==> src/rtl/alu_pkg.sv <==
// Shared definitions for the ALU request scheduler: opcodes, FSM states,
// the captured-response record and the per-opcode latency lookup.
package alu_pkg;

  localparam int OP_W  = 4;
  localparam int CNT_W = 16;

  localparam logic [OP_W-1:0] OP_ADD  = 4'd0;
  localparam logic [OP_W-1:0] OP_MUL  = 4'd1;
  localparam logic [OP_W-1:0] OP_SUB  = 4'd2;
  localparam logic [OP_W-1:0] OP_SLL  = 4'd3;
  localparam logic [OP_W-1:0] OP_SRL  = 4'd4;
  localparam logic [OP_W-1:0] OP_SRA  = 4'd5;
  localparam logic [OP_W-1:0] OP_AND  = 4'd6;
  localparam logic [OP_W-1:0] OP_OR   = 4'd7;
  localparam logic [OP_W-1:0] OP_XOR  = 4'd8;
  localparam logic [OP_W-1:0] OP_NOR  = 4'd9;
  localparam logic [OP_W-1:0] OP_DIV  = 4'd10;
  localparam logic [OP_W-1:0] OP_LAST = OP_DIV;

  typedef enum logic [1:0] {
    IDLE,
    EXEC,
    RESP
  } state_e;

  // Everything handed back to the consumer alongside rsp_valid.
  typedef struct packed {
    logic [31:0] s;
    logic        carry;
    logic        overflow;
    logic        zero;
    logic        err;
  } rsp_t;

  // Codes above OP_LAST have no ALU function behind them.
  function automatic logic op_illegal(input logic [OP_W-1:0] op);
    return op > OP_LAST;
  endfunction

  // Number of execute cycles the operands must be held on the ALU inputs.
  function automatic logic [CNT_W-1:0] op_latency(input logic [OP_W-1:0] op,
                                                  input int unsigned basic_cycles,
                                                  input int unsigned mul_cycles,
                                                  input int unsigned div_cycles);
    logic [CNT_W-1:0] lat;
    case (op)
      OP_MUL:  lat = CNT_W'(mul_cycles);
      OP_DIV:  lat = CNT_W'(div_cycles);
      default: lat = CNT_W'(basic_cycles);
    endcase
    return lat;
  endfunction

endpackage

==> src/rtl/alu_scheduler_rr_arbiter2.sv <==
// Two-way round-robin arbiter: a lone request wins outright, a tie goes to
// the requester that was not granted last time.
module rr_arbiter2 (
  input  logic [1:0] req_i,
  input  logic       enable_i,
  input  logic       last_grant_i,
  output logic [1:0] grant_o
);

  // One-hot (or empty) grant, only while the scheduler can take work.
  always_comb begin
    // NOTE: every output of a combinational block gets a default first so no
    // path through the branches leaves it unassigned and infers a latch.
    grant_o = 2'b00;
    if (enable_i) begin
      case (req_i)
        2'b01:   grant_o = 2'b01;
        2'b10:   grant_o = 2'b10;
        2'b11:   grant_o = last_grant_i ? 2'b01 : 2'b10;
        default: grant_o = 2'b00;
      endcase
    end
  end

endmodule

==> src/rtl/alu_scheduler.sv <==
// Shares one combinational ALU between two requesters. A granted request's
// operands are registered onto the ALU and held for the opcode's multicycle
// window, then the result is captured and returned with a valid/ready
// handshake tagged with the owning requester.
module alu_scheduler
  import alu_pkg::*;
#(
  parameter int unsigned BASIC_CYCLES = 1,
  parameter int unsigned MUL_CYCLES   = 4,
  parameter int unsigned DIV_CYCLES   = 8
) (
  input  logic        clk,
  input  logic        rst_n,
  input  logic        req0_valid,
  output logic        req0_ready,
  input  logic [3:0]  req0_op,
  input  logic [31:0] req0_a,
  input  logic [31:0] req0_b,
  input  logic        req1_valid,
  output logic        req1_ready,
  input  logic [3:0]  req1_op,
  input  logic [31:0] req1_a,
  input  logic [31:0] req1_b,
  output logic [31:0] alu_A,
  output logic [31:0] alu_B,
  output logic [3:0]  alu_control,
  input  logic [31:0] alu_S,
  input  logic        alu_carry,
  input  logic        alu_overflow,
  input  logic        alu_zero,
  output logic        rsp_valid,
  input  logic        rsp_ready,
  output logic        rsp_id,
  output logic [31:0] rsp_S,
  output logic        rsp_carry,
  output logic        rsp_overflow,
  output logic        rsp_zero,
  output logic        rsp_err
);

  state_e           state_q, state_d;
  logic [31:0]      alu_a_q, alu_a_d;
  logic [31:0]      alu_b_q, alu_b_d;
  logic [OP_W-1:0]  alu_op_q, alu_op_d;
  logic [CNT_W-1:0] cnt_q, cnt_d;
  logic             id_q, id_d;
  logic             last_grant_q, last_grant_d;
  logic             rsp_valid_q, rsp_valid_d;
  rsp_t             rsp_q, rsp_d;

  logic [1:0]       grant;
  logic             sel;
  logic [OP_W-1:0]  sel_op;
  logic [31:0]      sel_a;
  logic [31:0]      sel_b;

  rr_arbiter2 u_arb (
    .req_i        ({req1_valid, req0_valid}),
    .enable_i     (state_q == IDLE),
    .last_grant_i (last_grant_q),
    .grant_o      (grant)
  );

  // The arbiter grant is one-hot, so grant[1] alone picks the requester.
  assign sel    = grant[1];
  assign sel_op = sel ? req1_op : req0_op;
  assign sel_a  = sel ? req1_a  : req0_a;
  assign sel_b  = sel ? req1_b  : req0_b;

  // Next-state logic for the IDLE -> EXEC -> RESP issue cycle.
  always_comb begin
    state_d      = state_q;
    alu_a_d      = alu_a_q;
    alu_b_d      = alu_b_q;
    alu_op_d     = alu_op_q;
    cnt_d        = cnt_q;
    id_d         = id_q;
    last_grant_d = last_grant_q;
    rsp_valid_d  = rsp_valid_q;
    rsp_d        = rsp_q;

    case (state_q)
      IDLE: begin
        if (grant != 2'b00) begin
          alu_a_d      = sel_a;
          alu_b_d      = sel_b;
          alu_op_d     = sel_op;
          id_d         = sel;
          last_grant_d = sel;
          if (op_illegal(sel_op)) begin
            // No ALU work: the error response is prepared now and raised
            // from RESP one cycle later.
            rsp_d   = '{s: 32'd0, carry: 1'b0, overflow: 1'b0, zero: 1'b0, err: 1'b1};
            state_d = RESP;
          end else begin
            cnt_d   = op_latency(sel_op, BASIC_CYCLES, MUL_CYCLES, DIV_CYCLES) - CNT_W'(1);
            state_d = EXEC;
          end
        end
      end

      EXEC: begin
        if (cnt_q == '0) begin
          rsp_d       = '{s: alu_S, carry: alu_carry, overflow: alu_overflow,
                          zero: alu_zero, err: 1'b0};
          rsp_valid_d = 1'b1;
          state_d     = RESP;
        end else begin
          cnt_d = cnt_q - CNT_W'(1);
        end
      end

      RESP: begin
        if (!rsp_valid_q) begin
          // Only reached after an illegal opcode.
          rsp_valid_d = 1'b1;
        end else if (rsp_ready) begin
          rsp_valid_d = 1'b0;
          state_d     = IDLE;
        end
      end

      default: state_d = IDLE;
    endcase
  end

  // State and datapath registers; reset discards any in-flight operation.
  always_ff @(posedge clk or negedge rst_n) begin
    if (!rst_n) begin
      state_q      <= IDLE;
      alu_a_q      <= '0;
      alu_b_q      <= '0;
      alu_op_q     <= '0;
      cnt_q        <= '0;
      id_q         <= 1'b0;
      last_grant_q <= 1'b1;
      rsp_valid_q  <= 1'b0;
      rsp_q        <= '0;
    end else begin
      // NOTE: non-blocking assignments here so every register samples the
      // pre-edge value of the others, independent of statement order.
      state_q      <= state_d;
      alu_a_q      <= alu_a_d;
      alu_b_q      <= alu_b_d;
      alu_op_q     <= alu_op_d;
      cnt_q        <= cnt_d;
      id_q         <= id_d;
      last_grant_q <= last_grant_d;
      rsp_valid_q  <= rsp_valid_d;
      rsp_q        <= rsp_d;
    end
  end

  assign req0_ready   = grant[0];
  assign req1_ready   = grant[1];
  assign alu_A        = alu_a_q;
  assign alu_B        = alu_b_q;
  assign alu_control  = alu_op_q;
  assign rsp_valid    = rsp_valid_q;
  assign rsp_id       = id_q;
  assign rsp_S        = rsp_q.s;
  assign rsp_carry    = rsp_q.carry;
  assign rsp_overflow = rsp_q.overflow;
  assign rsp_zero     = rsp_q.zero;
  assign rsp_err      = rsp_q.err;

endmodule

==> config.mk <==
export PLATFORM = sky130hd
export DESIGN_NAME = alu_scheduler
export DESIGN_NICKNAME = d
export VERILOG_FILES = /design/src/rtl/alu_pkg.sv /design/src/rtl/alu_scheduler_rr_arbiter2.sv /design/src/rtl/alu_scheduler.sv
export SDC_FILE = /design/constraint.sdc
export NUM_CORES = 1
export LEC_CHECK = 0
export CAP_MARGIN = 20
export CORE_MARGIN = 2
export CORE_UTILIZATION = 41
export DETAILED_ROUTE_END_ITERATION = 8
export GPL_TIMING_DRIVEN = 0
export MAX_ROUTING_LAYER = met4
export PLACE_DENSITY = 0.82
export REMOVE_ABC_BUFFERS = 1
export SYNTH_ARGS = -nofsm -noshare
export SYNTH_HDL_FRONTEND = slang
export SYNTH_SLANG_ARGS = --single-unit
==> constraint.sdc <==
create_clock -name clk -period 3.35 [get_ports clk]
set_clock_uncertainty 0.1 [all_clocks]
set_input_delay 0.335 -clock clk [delete_from_list [all_inputs] [get_ports clk]]
set_output_delay 0.335 -clock clk [all_outputs]
set_load 0.02 [all_outputs]
==> out/metrics.sh, run 1 <==
GRT_PASS1_WL_UM=28100
ANTENNA_LEFT=0
DIE-AREA_MM2=0.0149
DRT_PASS1_ITERATIONS=6
ENDPOINT_KIND='flop'
CRITICAL_PATH.STARTPOINT_TYPE='flop'
CTS.ROOT.BUFFER_CELL='sky130_fd_sc_hd__clkbuf_16'
POSTSYNTHCELLCOUNT=606
SYNTH.CELL_AREA_MM2=0.00570
POWER.TOTAL_mW=8.91
FMAX_GHz=0.327
POST_DRT_VIA_CELL_RATIO=5.27
DETAIL_ROUTE.ITER0.VIOLATIONS=352
CTS_TREE='done'
IO-PIN-COUNT=284
HOLD_VIOLATION_TOTAL_FROM_THE_FINAL_REPORT=0
CRITICAL_PATH_REQUIRED_NS=3.59
H-TREE-DEPTH=4
CHIPHEIGHT_UM=122
PLACEDINSTANCEAREA_MM2=0.00867
POST-ROUTE-PERIOD-UTIL_PCT=91.2
SEQ_CELL_AREA_MM2=0.00313
YOSYS.AREA.TOP_TYPE='sky130_fd_sc_hd__dfrtp_1'
STATUS='completed'
FINAL_CORE_UTIL_PCT=68.3
TRANSITION_TIME_OF_THE_TIGHTEST_SLEW_CHECK_PIN_NS=0.861
SETUP_SLACK_NS=0.296
COUNT_OF_UNIQUE_LIBRARY_CELLS_INSTANTIATED_BY_YOSYS=58
MAX_CAP_VIOLS=0
ROUTABILITYCONGESTION=0.816
P_PER_AREA_mW_PER_MM2=951
CRITPATHKIND='flop to flop'
DRC=0
NFILLCELLS=1099
DRT-WIRELENGTH-PER-CELL_UM=17.1
PLACE_WORST_SETUP_SLACK_NS=-0.822
WORST_PATH_LARGEST_CELL_DELAY_NS=0.68
DPL.HPWL_UM=12300
FIN_CELLS=1069
FP-ROW-COUNT=43
CTS.SINK_COUNT=125
ARRIVAL_NS=3.30
MIN-DELAY-PATH-CLASS='input pin to async pin'
IR_DROP_mV=0.516
POST_ROUTE_CELLS_DRIVE_ABOVE_1_SHARE_PCT=6.41
ANTENNA_FOUND_INITIAL=0
YOSYS_MOST_USED_DFF='sky130_fd_sc_hd__dfrtp_1'
SYNTH_SEQUENTIAL_AREA_RATIO_PCT=54.9
GR-USAGE-MET3_PCT=7.96
TOP_USAGE_LAYER='met2'
WORST_SLEW_MARGIN_REL_PCT=42.5
INITIAL_CORE_UTIL_PCT=41.6
SYNTHTOLAYOUTAREAGROWTH_PCT=64.3
SYNTH_COMMONEST_CELLS='sky130_fd_sc_hd__nand2_1, sky130_fd_sc_hd__dfrtp_1, sky130_fd_sc_hd__nor2_1'
REG2REGPATHDEPTH=7
FINAL_DESIGN_AREA_NO_FILL_MM2=0.00937
REPORT.FINAL.SETUP_VIOL=0
PATH_CLK_SLEW_NS=0.06
GRT_UTIL_ALL_LAYERS_PCT=25.4
CELLLEAKAGEPOWER_nW=3.93
SYNTH-ASYNC-RESET-RATIO_PCT=100
FINALNETCOUNT=1053
CRITICAL_PATH.MAX_FANOUT=73
MULTI_INPUT_AREA_MM2=0.00239
GRTUSAGEMET1_PCT=29.8
GRT_PASS1_VIAS=5508
YOSYS.CELL_COUNT.TOP_TYPE='sky130_fd_sc_hd__nand2_1'
GRT.OVERFLOW.TOTAL=0
GROUTE.LAYER.MET2.USAGE_PCT=41.0
PERIOD_MINUS_SLACK_NS=3.05
CTS-BUFFERS-INSERTED=17
PLACE_INST=1031
CRITICAL_PATH_DEPTH=7
CP_TOP_FAMILY='compound AO/OA/AOI/OAI gates'
DRV_SLEW=0
POSTSYNTHREGISTERBITS=125
WORST_PATH_MAX_DELAY_CELL='sky130_fd_sc_hd__o21bai_4'
SYNTH-EDFF-COUNT=0
N_ANTENNA_CELL=0
PLACE.PORT_BUFFERS=283
CLK_PATH_BUF_DEPTH=2
UNREPAIRED_SETUP_ENDPOINTS_AFTER_GLOBAL_ROUTING='false'
NETLIST.AREA_LEADER.SHARE_PCT=54.4
FP.COREAREA_MM2=0.0137
PATH_BUF_INV=1
ROUTED_WL_UM=18300
POSTSYNTHAREAPERCELL_UM2=9.41
FIN_TNS_SETUP_NS=0
HOLD_SLACK_NS=0.337
GRT_MAX_DEGREE=75
NETLIST_TOP_CELLS_AREA='sky130_fd_sc_hd__dfrtp_1, sky130_fd_sc_hd__nand2_1, sky130_fd_sc_hd__a31oi_1'
YOSYS_WARNINGS=0
CLOCK_INSERTION_DELAY_WORST_SKEW_NS=0.42
DIEWIDTH_UM=122
CP_CELL_SEQUENCE='nor3b_4, nand2_8, clkinv_8, o21ai_0, and2_1, o21bai_4, a22o_1'
VIAS=5635
layout by cell type (no fill, tap or decap), drive strengths merged, types with 4 or more instances in the layout:
| master | netlist | final |
|---|---|---|
| bufinv | 0 | 4 |
| a22o | 35 | 35 |
| clkdlybuf4s50 | 0 | 282 |
| or4 | 4 | 4 |
| dfrtp | 124 | 124 |
| o21ai | 12 | 12 |
| a31oi | 71 | 71 |
| nor2 | 81 | 81 |
| inv | 6 | 6 |
| clkinv | 1 | 6 |
| nand2 | 156 | 157 |
| nor3 | 9 | 9 |
| buf | 18 | 8 |
| clkbuf | 23 | 20 |
| a21oi | 15 | 15 |
layout make-up:
cell class | count | area share, %
multi-input cells | 434 | 25.5
flip-flops and latches | 125 | 33.4
well taps | 180 | 2.40
clock buffers | 20 | 4.88
inverters | 7 | 0.414
repair buffers | 291 | 31.6
clock inverters | 12 | 1.79
metal layers:
metal  share of wire, %  vias to the layer above  wire [µm]
met4                2.6                        0        472
li1                   -                     2667          -
met2                 49                      252       8960
met3                8.8                       34       1600
met5                  0                        -          0
met1                 40                     2682       7230
cell families after synthesis:
family	count (synthesis)	share of synthesized area [%]
AND/OR/NAND/NOR	274	20.8
AO/OA/AOI/OAI	152	19.3
flip-flops	125	54.9
buffers and inverters	48	3.86
XOR/XNOR	4	0.614
multiplexers	2	0.373
adder cells (fa/ha/maj)	1	0.219
report_power, final:
group / internal (mW) / total [mW] / leakage, nW / switching (mW)
clock: 1.28 / 1.95 / 0.302 / 0.678
sequential: 2.22 / 2.65 / 1.51 / 0.431
combinational: 2.00 / 4.30 / 2.12 / 2.30
sequential cells by signal, summed over array words and instances, names as in the netlist, 2 cells and up:
| register | count |
|---|---|
| alu_A | 32 |
| alu_B | 32 |
| alu_control | 4 |
| cnt_q | 16 |
| rsp_S | 32 |
| state_q | 2 |
path summary, 6_finish.rpt:
path / slack (ns) / start / end
setup / recovery: 0.30 / state_q[1] / rsp_S[17]
setup reg to reg: 0.30 / state_q[1] / rsp_S[17]
hold reg to reg: 0.40 / cnt_q[15] / cnt_q[15]
min in group clk: 0.37 / req1_b[20] / alu_B[20]
max in group asynchronous: 2.08 / rst_n / alu_B[29]
hold / removal: 0.34 / rst_n / alu_control[2]
repair_timing:
item / 4_1_cts / 5_1_grt
buffers inserted: 1 / 2
pin swaps: 3 / 1
gates resized for setup: 2 / 1
cloned: 1 / 0
setup endpoints to repair: 51 / 4
hold buffers: 1 / 0
endpoints found under the hold margin: 50 / 0
(Power assumes the default switching activity.)
==> run 2: changes to the inputs <==
REMOVE_ABC_BUFFERS = default   (was 1)
==> out/metrics.sh, run 2 (synthesis results as in run 1) <==
STATUS='completed'  # unchanged
P_SWITCHING_mW=3.44  # was 3.41 mW
TRANSITION_TIME_OF_THE_TIGHTEST_SLEW_CHECK_PIN_NS=0.595  # was 0.861 ns
IO-PIN-COUNT=284  # unchanged
HOLD_VIOLATION_TOTAL_FROM_THE_FINAL_REPORT=0  # unchanged
SYNTHTOLAYOUTAREAGROWTH_PCT=64.5  # was 64.3%
GRT.OVERFLOW.TOTAL=0  # unchanged
DRT_PASS1_ITERATIONS=5  # was 6
MIN-DELAY-PATH-CLASS='input pin to async pin'  # unchanged
MAX_CAP_VIOLS=0  # unchanged
FIN_CELLS=1104  # was 1069
POWER.TOTAL_mW=8.80  # was 8.91 mW
NFILLCELLS=1074  # was 1099
CHIPHEIGHT_UM=122  # unchanged
LAYOUT.CELLS.MOST_COMMON_LIST='sky130_fd_sc_hd__clkdlybuf4s50_1, sky130_fd_sc_hd__nand2_1, sky130_fd_sc_hd__dfrtp_1'  # unchanged
UNREPAIRED_SETUP_ENDPOINTS_AFTER_GLOBAL_ROUTING='false'  # unchanged
FINAL_DESIGN_AREA_NO_FILL_MM2=0.00938  # was 0.00937 mm²
WORST_SLEW_MARGIN_REL_PCT=60.0  # was 42.5%
CTS.SINK_COUNT=125  # unchanged
PLACEDINSTANCEAREA_MM2=0.00879  # was 0.00867 mm²
H-TREE-DEPTH=4  # unchanged
FMAX_GHz=0.320  # was 0.327 GHz
REPORT.FINAL.SETUP_VIOL=0  # unchanged
ANTENNA_LEFT=0  # unchanged
CTS.ROOT.BUFFER_CELL='sky130_fd_sc_hd__clkbuf_16'  # unchanged
FP.COREAREA_MM2=0.0137  # unchanged
ARRIVAL_NS=2.69  # was 3.30 ns
POST_CTS_RESIZE_COUNT=0  # was 2
CLOCK_INSERTION_DELAY_WORST_SKEW_NS=0.42  # about the same
DRV_SLEW=0  # unchanged
GRT_MAX_DEGREE=70  # was 75
CP_TOP_FAMILY='buffers and inverters'  # was compound AO/OA/AOI/OAI gates
DIE-AREA_MM2=0.0149  # unchanged
GRT_UTIL_ALL_LAYERS_PCT=25.9  # was 25.4%
CTS-BUFFERS-INSERTED=17  # unchanged
MOSTFREQUENTLAYOUTCELL='sky130_fd_sc_hd__clkdlybuf4s50_1'  # unchanged
CELLLEAKAGEPOWER_nW=3.95  # was 3.93 nW
POST-ROUTE-PERIOD-UTIL_PCT=93.3  # was 91.2%
CRITPATHKIND='flop to output port'  # was flop to flop
POST_ROUTE_CELLS_DRIVE_ABOVE_1_SHARE_PCT=6.39  # was 6.41%
COMB_POWER_SHARE_PCT=49.7  # was 48.3%
CLOCK_POWER_SHARE_PCT=20.3  # was 21.9%
ROUTABILITYCONGESTION=0.843  # was 0.816
P_PER_AREA_mW_PER_MM2=938  # was 951 mW/mm²
CLK_PATH_BUF_DEPTH=2  # unchanged
WORST_PATH_MAX_DELAY_CELL='sky130_fd_sc_hd__clkdlybuf4s50_1'  # was sky130_fd_sc_hd__o21bai_4
INITIAL_CORE_UTIL_PCT=41.6  # unchanged
DRT-WIRELENGTH-PER-CELL_UM=17.0  # was 17.1 µm
DIEWIDTH_UM=122  # unchanged
DPL.HPWL_UM=13800  # was 12300 µm
CRITICAL_PATH.STARTPOINT_TYPE='flop'  # unchanged
CP_CELL_SEQUENCE='buf_2, nor3b_4, nand2_4, clkinv_4, clkbuf_1, clkdlybuf4s50_1'  # was nor3b_4, nand2_8, clkinv_8, o21ai_0, and2_1, o21bai_4, a22o_1
VIAS=5725  # was 5635
PERIOD_MINUS_SLACK_NS=3.13  # was 3.05 ns
WORST_PATH_LARGEST_CELL_DELAY_NS=0.70  # was 0.68 ns
FP-ROW-COUNT=43  # unchanged
ENDPOINT_KIND='output port'  # was flop
CRITICAL_PATH_REQUIRED_NS=2.91  # was 3.59 ns
ROUTED_WL_UM=18800  # was 18300 µm
PLACE.PORT_BUFFERS=283  # unchanged
POSTSYNTHNETCOUNT=783
FINAL_CORE_UTIL_PCT=68.4  # was 68.3%
CRITICAL_PATH.MAX_FANOUT=10  # was 73
FINALNETCOUNT=1087  # was 1053
DRC=0  # unchanged
DETAIL_ROUTE.ITER0.VIOLATIONS=333  # was 352
POWER.INTERNAL_mW=5.36  # was 5.50 mW
POWER.SHARE.SEQUENTIAL_PCT=29.9  # was 29.8%
PATH_BUF_INV=4  # was 1
PLACE_INST=1070  # was 1031
POST_DRT_VIA_CELL_RATIO=5.19  # was 5.27
IR_DROP_mV=0.478  # was 0.516 mV
GRT_PASS1_VIAS=5629  # was 5508
ANTENNA_FOUND_INITIAL=1  # was 0
SWITCHING_SHARE_PCT=39.1  # was 38.3%
GRT_PASS1_WL_UM=28900  # was 28100 µm
PATH_CLK_SLEW_NS=0.06  # about the same
SEQ_CELL_AREA_MM2=0.00313  # unchanged
CTS_TREE='done'  # unchanged
MULTI_INPUT_AREA_MM2=0.00235  # was 0.00239 mm²
[run 2: cell types whose count changed in the layout (fill, tap and decap cells not counted), sizes merged]
| cell | change |
|---|---|
| clkbuf | +23 |
| buf | +12 |
| clkinv | +4 |
| bufinv | -2 |
| clkinvlp | -2 |
| diode | +1 |
| nand2 | -1 |
[run 2: path summary, 6_finish.rpt]
path | from | slack, ns | end | cells after the start
min reg2reg | rsp_S[12] | 0.40 | rsp_S[12] | 1
max in group asynchronous | rst_n | 2.05 | last_grant_q | 3
min | rst_n | 0.35 | alu_A[19] | 2
min in group clk | req1_a[3] | 0.37 | alu_A[3] | 3
max | state_q[0] | 0.22 | req1_ready | 6
max reg2reg | state_q[0] | 0.32 | cnt_q[12] | 12
[run 2: per-stage QoR]
step	worst slack, ns	hold WS, ns	TNS (ns)
2_1_floorplan	0.739	-0.0606	0
3_3_place_gp	-3.25	0.388	-404.25
3_5_place_dp	-0.00533	0.245	-0.00533
4_1_cts	0.215	0.364	0
5_1_grt	0.0459	0.375	0
6_report	0.224	0.353	0
[run 2: metal layers]
metal	vias up	routed length, µm	global-route usage, %
li1	2746	-	-
met1	2716	7600	31.1
met2	234	9340	42.1
met3	29	1490	7.54
met4	0	364	8.19
met5	-	0	-
[run 2: power groups by stage]
stage          Combinational [mW]  Clock (mW)  Sequential (mW)
3_3_place_gp                 4.31           0             2.61
2_1_floorplan                1.64           0             3.35
3_5_place_dp                 4.37           0             2.64
6_report                     4.38        1.79             2.63
5_1_grt                      4.71        1.89             2.71
4_1_cts                      4.40        1.81             2.63
[run 2: repair_timing]
item,4_1_cts,5_1_grt
hold endpoints to repair,56,0
hold buffers,1,0
buffers inserted,0,0
[run 2: cell type report]
cell class	instances	area share, %
sequential	125	33.4
clock buffer	20	4.87
clock inverter	12	1.28
multi-input combinational	433	25.1
antenna	1	0.0267
timing repair buffer	285	30.6
tap	180	2.40
inverter	7	0.334
buffer	41	2.01
[run 2: worst reg2reg max path, cell delays in order, from the launching register on]
cell and delay [ns]:
sky130_fd_sc_hd__dfrtp_1 0.35, sky130_fd_sc_hd__buf_2 0.18, sky130_fd_sc_hd__nor3b_4 0.35, sky130_fd_sc_hd__nand2_4 0.17, sky130_fd_sc_hd__nor3_1 0.25, sky130_fd_sc_hd__a311oi_1 0.08
sky130_fd_sc_hd__a21oi_1 0.18, sky130_fd_sc_hd__ha_1 0.20, sky130_fd_sc_hd__inv_1 0.09, sky130_fd_sc_hd__a31o_1 0.23, sky130_fd_sc_hd__a211oi_4 0.41, sky130_fd_sc_hd__nor3b_1 0.23
sky130_fd_sc_hd__o21ai_0 0.11
==> run 3: changes to the inputs <==
CELL_PAD_IN_SITES_DETAIL_PLACEMENT = 1   (was default)
CELL_PAD_IN_SITES_GLOBAL_PLACEMENT = 2   (was default)
CORE_UTILIZATION = 23   (was 41)
PLACE_DENSITY = default   (was 0.82)
PLACE_DENSITY_LB_ADDON = 0.1   (was default)
SLEW_MARGIN = 20   (was default)
==> out/metrics.sh, run 3 (synthesis results as in run 1) <==
ARRIVAL_NS=3.33  # was 2.69 ns
CTS.ROOT.BUFFER_CELL='sky130_fd_sc_hd__clkbuf_16'  # unchanged
FMAX_GHz=0.320  # about the same
ANTENNA_LEFT=0  # unchanged
CRITICAL_PATH_REQUIRED_NS=3.56  # was 2.91 ns
GRT_PASS1_VIAS=6216  # was 5629
TRANSITION_TIME_OF_THE_TIGHTEST_SLEW_CHECK_PIN_NS=0.662  # was 0.595 ns
WORST_SLEW_MARGIN_REL_PCT=55.6  # was 60.0%
PLACE_INST=1214  # was 1070
DIEWIDTH_UM=161  # was 122 µm
GRT_MAX_DEGREE=76  # was 70
VIAS=5816  # was 5725
POST_ROUTE_CELLS_DRIVE_ABOVE_1_SHARE_PCT=6.81  # was 6.39%
HOLD_VIOLATION_TOTAL_FROM_THE_FINAL_REPORT=0  # unchanged
CELLLEAKAGEPOWER_nW=3.97  # was 3.95 nW
FIN_CELLS=1253  # was 1104
POST_CTS_RESIZE_COUNT=0  # unchanged
CLK_PATH_BUF_DEPTH=2  # unchanged
SEQ_CELL_AREA_MM2=0.00313  # unchanged
POST_DRT_VIA_CELL_RATIO=4.64  # was 5.19
ANTENNA_FOUND_INITIAL=4  # was 1
DETAIL_ROUTE.ITER0.VIOLATIONS=299  # was 333
P_PER_AREA_mW_PER_MM2=941  # was 938 mW/mm²
CHIPHEIGHT_UM=161  # was 122 µm
CRITICAL_PATH.STARTPOINT_TYPE='flop'  # unchanged
CTS-BUFFERS-INSERTED=17  # unchanged
FINALNETCOUNT=1089  # was 1087
GRT.OVERFLOW.TOTAL=0  # unchanged
PLACEDINSTANCEAREA_MM2=0.00897  # was 0.00879 mm²
PATH_CLK_SLEW_NS=0.07  # was 0.06 ns
FINAL_CORE_UTIL_PCT=39.5  # was 68.4%
CLOCK_INSERTION_DELAY_WORST_SKEW_NS=0.42  # about the same
MAX_CAP_VIOLS=0  # unchanged
CRITICAL_PATH.MAX_FANOUT=10  # unchanged
POSTSYNTHNETCOUNT=783  # unchanged
PLACE.PORT_BUFFERS=283  # unchanged
REPORT.FINAL.SETUP_VIOL=0  # unchanged
ENDPOINT_KIND='flop'  # was output port
CRITPATHKIND='flop to flop'  # was flop to output port
CTS_TREE='done'  # unchanged
FP-ROW-COUNT=57  # was 43
DRC=0  # unchanged
STATUS='completed'  # unchanged
MIN-DELAY-PATH-CLASS='input pin to async pin'  # unchanged
FINAL_DESIGN_AREA_NO_FILL_MM2=0.00961  # was 0.00938 mm²
H-TREE-DEPTH=4  # unchanged
ROUTED_WL_UM=23100  # was 18800 µm
HOLD_SLACK_NS=0.301  # was 0.353 ns
MOSTFREQUENTLAYOUTCELL='sky130_fd_sc_hd__clkdlybuf4s50_1'  # unchanged
POST-ROUTE-PERIOD-UTIL_PCT=93.2  # was 93.3%
INITIAL_CORE_UTIL_PCT=23.5  # was 41.6%
MULTI_INPUT_AREA_MM2=0.00235  # unchanged
PERIOD_MINUS_SLACK_NS=3.12  # was 3.13 ns
FP.COREAREA_MM2=0.0243  # was 0.0137 mm²
IR_DROP_mV=0.311  # was 0.478 mV
SYNTHTOLAYOUTAREAGROWTH_PCT=68.6  # was 64.5%
DRV_SLEW=0  # unchanged
DIE-AREA_MM2=0.0261  # was 0.0149 mm²
DPL.HPWL_UM=17400  # was 13800 µm
GRT_PASS1_WL_UM=36000  # was 28900 µm
NFILLCELLS=2783  # was 1074
GRT_UTIL_ALL_LAYERS_PCT=18.4  # was 25.9%
CTS.SINK_COUNT=125  # unchanged
IO-PIN-COUNT=284  # unchanged
UNREPAIRED_SETUP_ENDPOINTS_AFTER_GLOBAL_ROUTING='false'  # unchanged
ROUTABILITYCONGESTION=0.783  # was 0.843
LAYOUT.CELLS.MOST_COMMON_LIST='sky130_fd_sc_hd__clkdlybuf4s50_1, sky130_fd_sc_hd__nand2_1, sky130_fd_sc_hd__dfrtp_1'  # unchanged
POWER.TOTAL_mW=9.04  # was 8.80 mW
DRT-WIRELENGTH-PER-CELL_UM=18.4  # was 17.0 µm
DRT_PASS1_ITERATIONS=4  # was 5
## run 3: cell count changes in the layout (fill, tap and decap cells not counted), sizes merged
cell and change:
inv +8, clkbuf -4, clkinvlp +1, buf +3
diode +3, clkinv -6
## run 3: cell type report
type                            instances  area share (%)
Tap cell                              324            4.22
Timing Repair Buffer                  288            30.1
Sequential cell                       125            32.5
Antenna cell                            4           0.104
Buffer                                 40            1.93
Clock buffer                           17            4.42
Clock inverter                         15            1.83
Multi-Input combinational cell        433            24.5
Inverter                                7           0.325
## run 3: where the power goes
| group | internal, mW | switching (mW) | total [mW] |
|---|---|---|---|
| Sequential | 2.22 | 0.401 | 2.62 |
| Combinational | 2.03 | 2.47 | 4.50 |
| Clock | 1.12 | 0.800 | 1.92 |
## run 3: worst max-delay path: stages (launching register included)
cell and delay, ns:
sky130_fd_sc_hd__dfrtp_1 0.36, sky130_fd_sc_hd__buf_4 0.17, sky130_fd_sc_hd__nor3b_4 0.35, sky130_fd_sc_hd__nand2_4 0.19, sky130_fd_sc_hd__nor3_1 0.29, sky130_fd_sc_hd__a311oi_1 0.09, sky130_fd_sc_hd__a21oi_1 0.18, sky130_fd_sc_hd__ha_1 0.20
sky130_fd_sc_hd__inv_1 0.10, sky130_fd_sc_hd__a31o_1 0.23, sky130_fd_sc_hd__a211oi_4 0.31, sky130_fd_sc_hd__buf_4 0.18, sky130_fd_sc_hd__and4_1 0.18, sky130_fd_sc_hd__nor3_1 0.05
## run 3: worst paths after layout
check                       endpoint  startpoint  slack, ns  cells past startpoint
setup / recovery           cnt_q[14]  state_q[1]       0.23                     13
hold / removal             rsp_S[10]       rst_n       0.30                      2
setup reg to reg           cnt_q[14]  state_q[1]       0.23                     13
hold reg to reg            rsp_S[14]   rsp_S[14]       0.41                      1
max in group asynchronous  alu_B[21]       rst_n       2.11                      3
min in group clk           alu_B[15]  req0_b[15]       0.37                      3
## run 3: routing by layer
layer	track usage (%)	wire (µm)	share of wire, %	up-vias
met5	-	0	0	-
met4	6.41	487	2.1	0
met3	5.50	1750	7.6	27
met2	28.8	10900	47	217
met1	22.6	9940	43	2828
li1	-	-	-	2744
## run 3: repair_timing
action | CTS | global route
setup buffers | 0 | 3
endpoints found under the setup margin | 0 | 5
endpoints found under the hold margin | 49 | 0
hold buffers | 1 | 0
## run 3: through the flow
step	setup TNS (ns)	setup slack [ns]
6_report	0	0.227
3_3_place_gp	-451.67	-3.64
4_1_cts	0	0.101
2_1_floorplan	0	0.739
5_1_grt	0	0.0113
3_5_place_dp	-0.545	-0.197
==> RTL edit 1 (config.mk and constraints of run 3) <==
The package constant `CNT_W` goes from 16 to 32.
--- a/src/rtl/alu_pkg.sv
+++ b/src/rtl/alu_pkg.sv
@@ -3,7 +3,7 @@
 package alu_pkg;
 
   localparam int OP_W  = 4;
-  localparam int CNT_W = 16;
+  localparam int CNT_W = 32;
 
   localparam logic [OP_W-1:0] OP_ADD  = 4'd0;
   localparam logic [OP_W-1:0] OP_MUL  = 4'd1;
Behaviour: no difference found for any inputs over 4 cycles, from zero or initial values and one cycle with rst_n low; that may be too few to reach the edited logic, so the function may still have changed.
==> RTL edit 1 against run 3 <==
Combinational power up 2%. Worst setup slack worse by 35 ps. Via count up 7.8%. First-iteration DRC count down 15%. Routed wire length up 9.0%. Design area up 8.4%. Hold slack better by 29 ps. Power up 2.2%. Sequential cell count up 16. Synthesized area up 14%. Core utilization down 2.1 points. Sequential power up 7%. Count of clock-buffer cells in the layout up 1. Critical endpoint is now req1_ready. Largest cell class unchanged.
==> RTL edit 1: results <==
[run_status]
outcome = "finished clean"

[setup_path]
slowest_stage = "sky130_fd_sc_hd__clkdlybuf4s50_1"
reg2reg_setup_slack_ps = 290
critical_path_arrival_ps = 2720
critPathCapture = "req1_ready"
reg2reg_depth = 10
critPathMaxFanout = 19
kind_of_cell_with_the_highest_combined_delay_on_the_critical_path = "buffers and inverters"

[synth]
synth.distinct_cells = 57
ys_top_cells_by_area = "sky130_fd_sc_hd__dfrtp_1 (54%), sky130_fd_sc_hd__nand2_1 (10%), sky130_fd_sc_hd__a31oi_1 (6.6%), sky130_fd_sc_hd__nor2_1 (5.4%), sky130_fd_sc_hd__a22o_1 (4.7%)"
syn-mean-instance-area_um2 = 9.32
yosys_warnings = 0
synth_fp_nets = 875

[pwr]
worst_ir_drop_vdd_mv = 0.384

[detailed_routing]
route.layer.met1.wl_um = 11300
detailed_route_iter0_violations = 253
detailroute.wirelength.met2_um = 12200
num_vias = 6272
route.met3.wl_um = 1410

[place]
placement.setup.worst_slack_ps = -61.5
placed_cell_area_mm2 = 0.00985
gp_routability_congestion = 0.748
dp_hpwl_um = 18600

[global_route]
groute.layer.met3.usage_pct = 4.01
antenna_found_initial = 1
grt_max_degree = 75
grt_usage_pct = 17.1
vias_in_the_first_global_route = 6460

[finish]
nets = 1178
post_route_cells_drive_above_1_share_pct = 5.92

[timing]
min_cycle_time_layout_ps = 3160
max-slew-margin-rel_pct = 53.5
## RTL edit 1: changes by cell type after synthesis, sizes merged, moves of 4 or more
cell / before / now
nor4: 1 / 5
nor2: 81 / 96
nand2: 156 / 178
or3: 2 / 9
xor2: 1 / 7
xnor2: 3 / 20
dfrtp: 124 / 140
nand3: 1 / 5
## RTL edit 1: worst min-delay path by stage
| stage | startpoint | to | slack (ps) | cells past startpoint |
|---|---|---|---|---|
| after floorplan | rst_n | alu_A[0] | -60 | 0 |
| after global placement | last_grant_q | last_grant_q | 390 | 2 |
| after detailed placement | rst_n | rsp_S[14] | 250 | 1 |
| after CTS | req1_a[22] | alu_A[22] | 330 | 3 |
| after global routing | req0_a[12] | alu_A[12] | 350 | 3 |
| final | rst_n | rsp_S[14] | 330 | 2 |
## RTL edit 1: cells by family (layout without fill, tap and decap cells)
family / count (synthesis) / count (layout) / synth area share [%]
and+or+nand+nor: 326 / 326 / 21.8
other: 0 / 2 / 0
DFF: 141 / 141 / 54.2
AOI/OAI and AO/OA: 151 / 151 / 16.3
xor gates and xnor gates: 27 / 27 / 3.63
adders and majority gates: 1 / 1 / 0.192
muxes: 2 / 2 / 0.327
buffers and inverters: 50 / 366 / 3.44
## RTL edit 1: area by class of cell
type | instances | area (um^2)
tap | 378 | 473
clock buffer | 18 | 439
buffer | 43 | 198
inverter | 6 | 22.5
clock inverter | 14 | 124
multi-input combinational | 507 | 2750
sequential | 141 | 3530
fill | 3188 | 17400
antenna | 2 | 5.00
timing repair buffer | 285 | 2880
## RTL edit 1: worst reg2reg max path, stage by stage, from the launching register on
cell	delay, ps
sky130_fd_sc_hd__dfrtp_1	360
sky130_fd_sc_hd__buf_2	180
sky130_fd_sc_hd__nor2b_1	170
sky130_fd_sc_hd__clkbuf_1	430
sky130_fd_sc_hd__buf_1	530
sky130_fd_sc_hd__nand2_1	120
sky130_fd_sc_hd__ha_1	290
sky130_fd_sc_hd__o211ai_2	160
sky130_fd_sc_hd__buf_2	320
sky130_fd_sc_hd__a21oi_1	100
sky130_fd_sc_hd__xnor2_1	180
## RTL edit 1: metrics by stage
step                hold slack, ps  setup TNS (ps)
finish                         330               0
global route                   350               0
CTS                            333               0
detailed placement             246           -61.5
global placement               386         -655600
floorplan                    -60.6               0
## RTL edit 1: repair_timing
item | in CTS | in global routing
setup endpoints to repair | 1 | 0
hold endpoints to repair | 66 | 0
hold buffers | 1 | 0
## RTL edit 1: power groups by stage
stage          logic (mW)  registers, mW  clock network, mW
6_report             4.57           2.81               1.86
5_1_grt              5.02           2.90               2.00
4_1_cts              4.65           2.82               1.93
3_5_place_dp         4.63           2.84                  0
3_3_place_gp         4.62           2.82                  0
2_1_floorplan        1.95           3.41                  0
==> RTL edit 2 (config.mk and constraints of run 3) <==
Without the edit above. Re-encode `state_e` (3 states) as one-hot, 3 bits wide.
--- a/src/rtl/alu_pkg.sv
+++ b/src/rtl/alu_pkg.sv
@@ -18,10 +18,10 @@
   localparam logic [OP_W-1:0] OP_DIV  = 4'd10;
   localparam logic [OP_W-1:0] OP_LAST = OP_DIV;
 
-  typedef enum logic [1:0] {
-    IDLE,
-    EXEC,
-    RESP
+  typedef enum logic [2:0] {
+    IDLE = 3'b001,
+    EXEC = 3'b010,
+    RESP = 3'b100
   } state_e;
 
   // Everything handed back to the consumer alongside rsp_valid.
Formal check against the unedited RTL: same outputs for any inputs over 4 cycles, from zero or initial values and one cycle with rst_n low; so few cycles prove little.
==> RTL edit 2 against run 3 <==
Worst setup slack better by 68 ps. Routed wire length hardly changed. Register-to-register slack better by 160 ps. Synthesized area is 1.5% higher. Design area is 1.2% higher. Power is 3.5% higher. Sequential power is 3% higher. Hold slack worse by 1.3 ps. Sequential cell count is 1 higher. Largest power group unchanged. Highest routed layer unchanged.
==> RTL edit 2: results <==
[run_status]
outcome = "finished clean"

[global_route]
antenna_found_initial = 2
grt_max_degree = 88
global_route_wire_length_before_repair_um = 36100
gr-usage-met2_pct = 30.3
vias_in_the_first_global_route = 6539
met1_usage_pct = 20.8

[cts]
cts-root-to-sink-buffers = 2

[setup_path]
reg2reg_setup_slack_ps = 390
slowest_stage = "sky130_fd_sc_hd__clkdlybuf4s50_1"
critPathMaxFanout = 16
critical_path.max_stage_delay_ps = 650
kind_of_cell_with_the_highest_combined_delay_on_the_critical_path = "buffers and inverters"
critical_path_arrival_ps = 2620

[detailed_routing]
post_drt_via_cell_ratio = 4.62
detailed_route_iter0_violations = 199
detailroute.wirelength.met2_um = 11400
route.met3.wl_um = 1890
wl_per_cell_um = 18.4
route.layer.met1.wl_um = 9300

[synth]
synth-compound-area-share_pct = 18.5
post_synth_mux_area_share_pct = 0
synth_commonest_cells = "sky130_fd_sc_hd__nand2_1 (161), sky130_fd_sc_hd__dfrtp_1 (124), sky130_fd_sc_hd__nor2_1 (82)"
synth_seq_area_share_pct = 54.5
synth.distinct_cells = 53
ys_top_cells_by_area = "sky130_fd_sc_hd__dfrtp_1 (54%), sky130_fd_sc_hd__nand2_1 (10%), sky130_fd_sc_hd__a31oi_1 (7.5%), sky130_fd_sc_hd__nor2_1 (5.3%), sky130_fd_sc_hd__a22o_2 (3.5%)"
synthAdderAreaFrac_pct = 0.216
yosys.area_share.xor_xnor_pct = 1.36

[pwr]
net-switching-power_mw = 3.71
combinationalPowerShare_pct = 49.6
power.static_leakage_nw = 4.06
pwr.group.sequential_mw = 2.69
p_per_area_mw_per_mm2 = 962
worst_ir_drop_vdd_mv = 0.332

[finish]
nets = 1086
post_layout_nonfiller_instances = 1254
filler_cell_count = 2834

[place]
placement.setup.worst_slack_ps = -120
gp_routability_congestion = 0.825
dp_hpwl_um = 17400
placed_cells = 1220

[timing]
holdWs_ps = 299
timing_worst_slew_pin_value_ps = 647
layout_worst_path_cycle_share_pct = 91.2
==> RTL edit 2: layout make-up <==
class	instances	area, um^2	area share [%]
clock inverters	15	209	2.15
repair buffers	285	2880	29.6
clock buffers	17	425	4.37
flip-flops and latches	126	3160	32.4
multi-input cells	436	2390	24.6
inverters	4	17.5	0.180
diodes	2	5.00	0.0514
well taps	330	413	4.24
plain buffers	39	236	2.43
==> RTL edit 2: final timing paths <==
| kind | end | depth (start not counted) | start |
|---|---|---|---|
| max reg2reg | cnt_q[8] | 10 | state_q[0] |
| max | req0_ready | 4 | state_q[0] |
| max in group asynchronous | alu_B[24] | 3 | rst_n |
| min reg2reg | last_grant_q | 2 | last_grant_q |
| min in group clk | alu_A[28] | 3 | req0_a[28] |
| min | alu_A[25] | 2 | rst_n |
==> RTL edit 2: timing repair <==
item | CTS | global route
hold buffers | 1 | 0
endpoints found under the hold margin | 39 | 0
setup endpoints to repair | 1 | 1
resized for setup | 1 | 3
pin swaps | 0 | 0
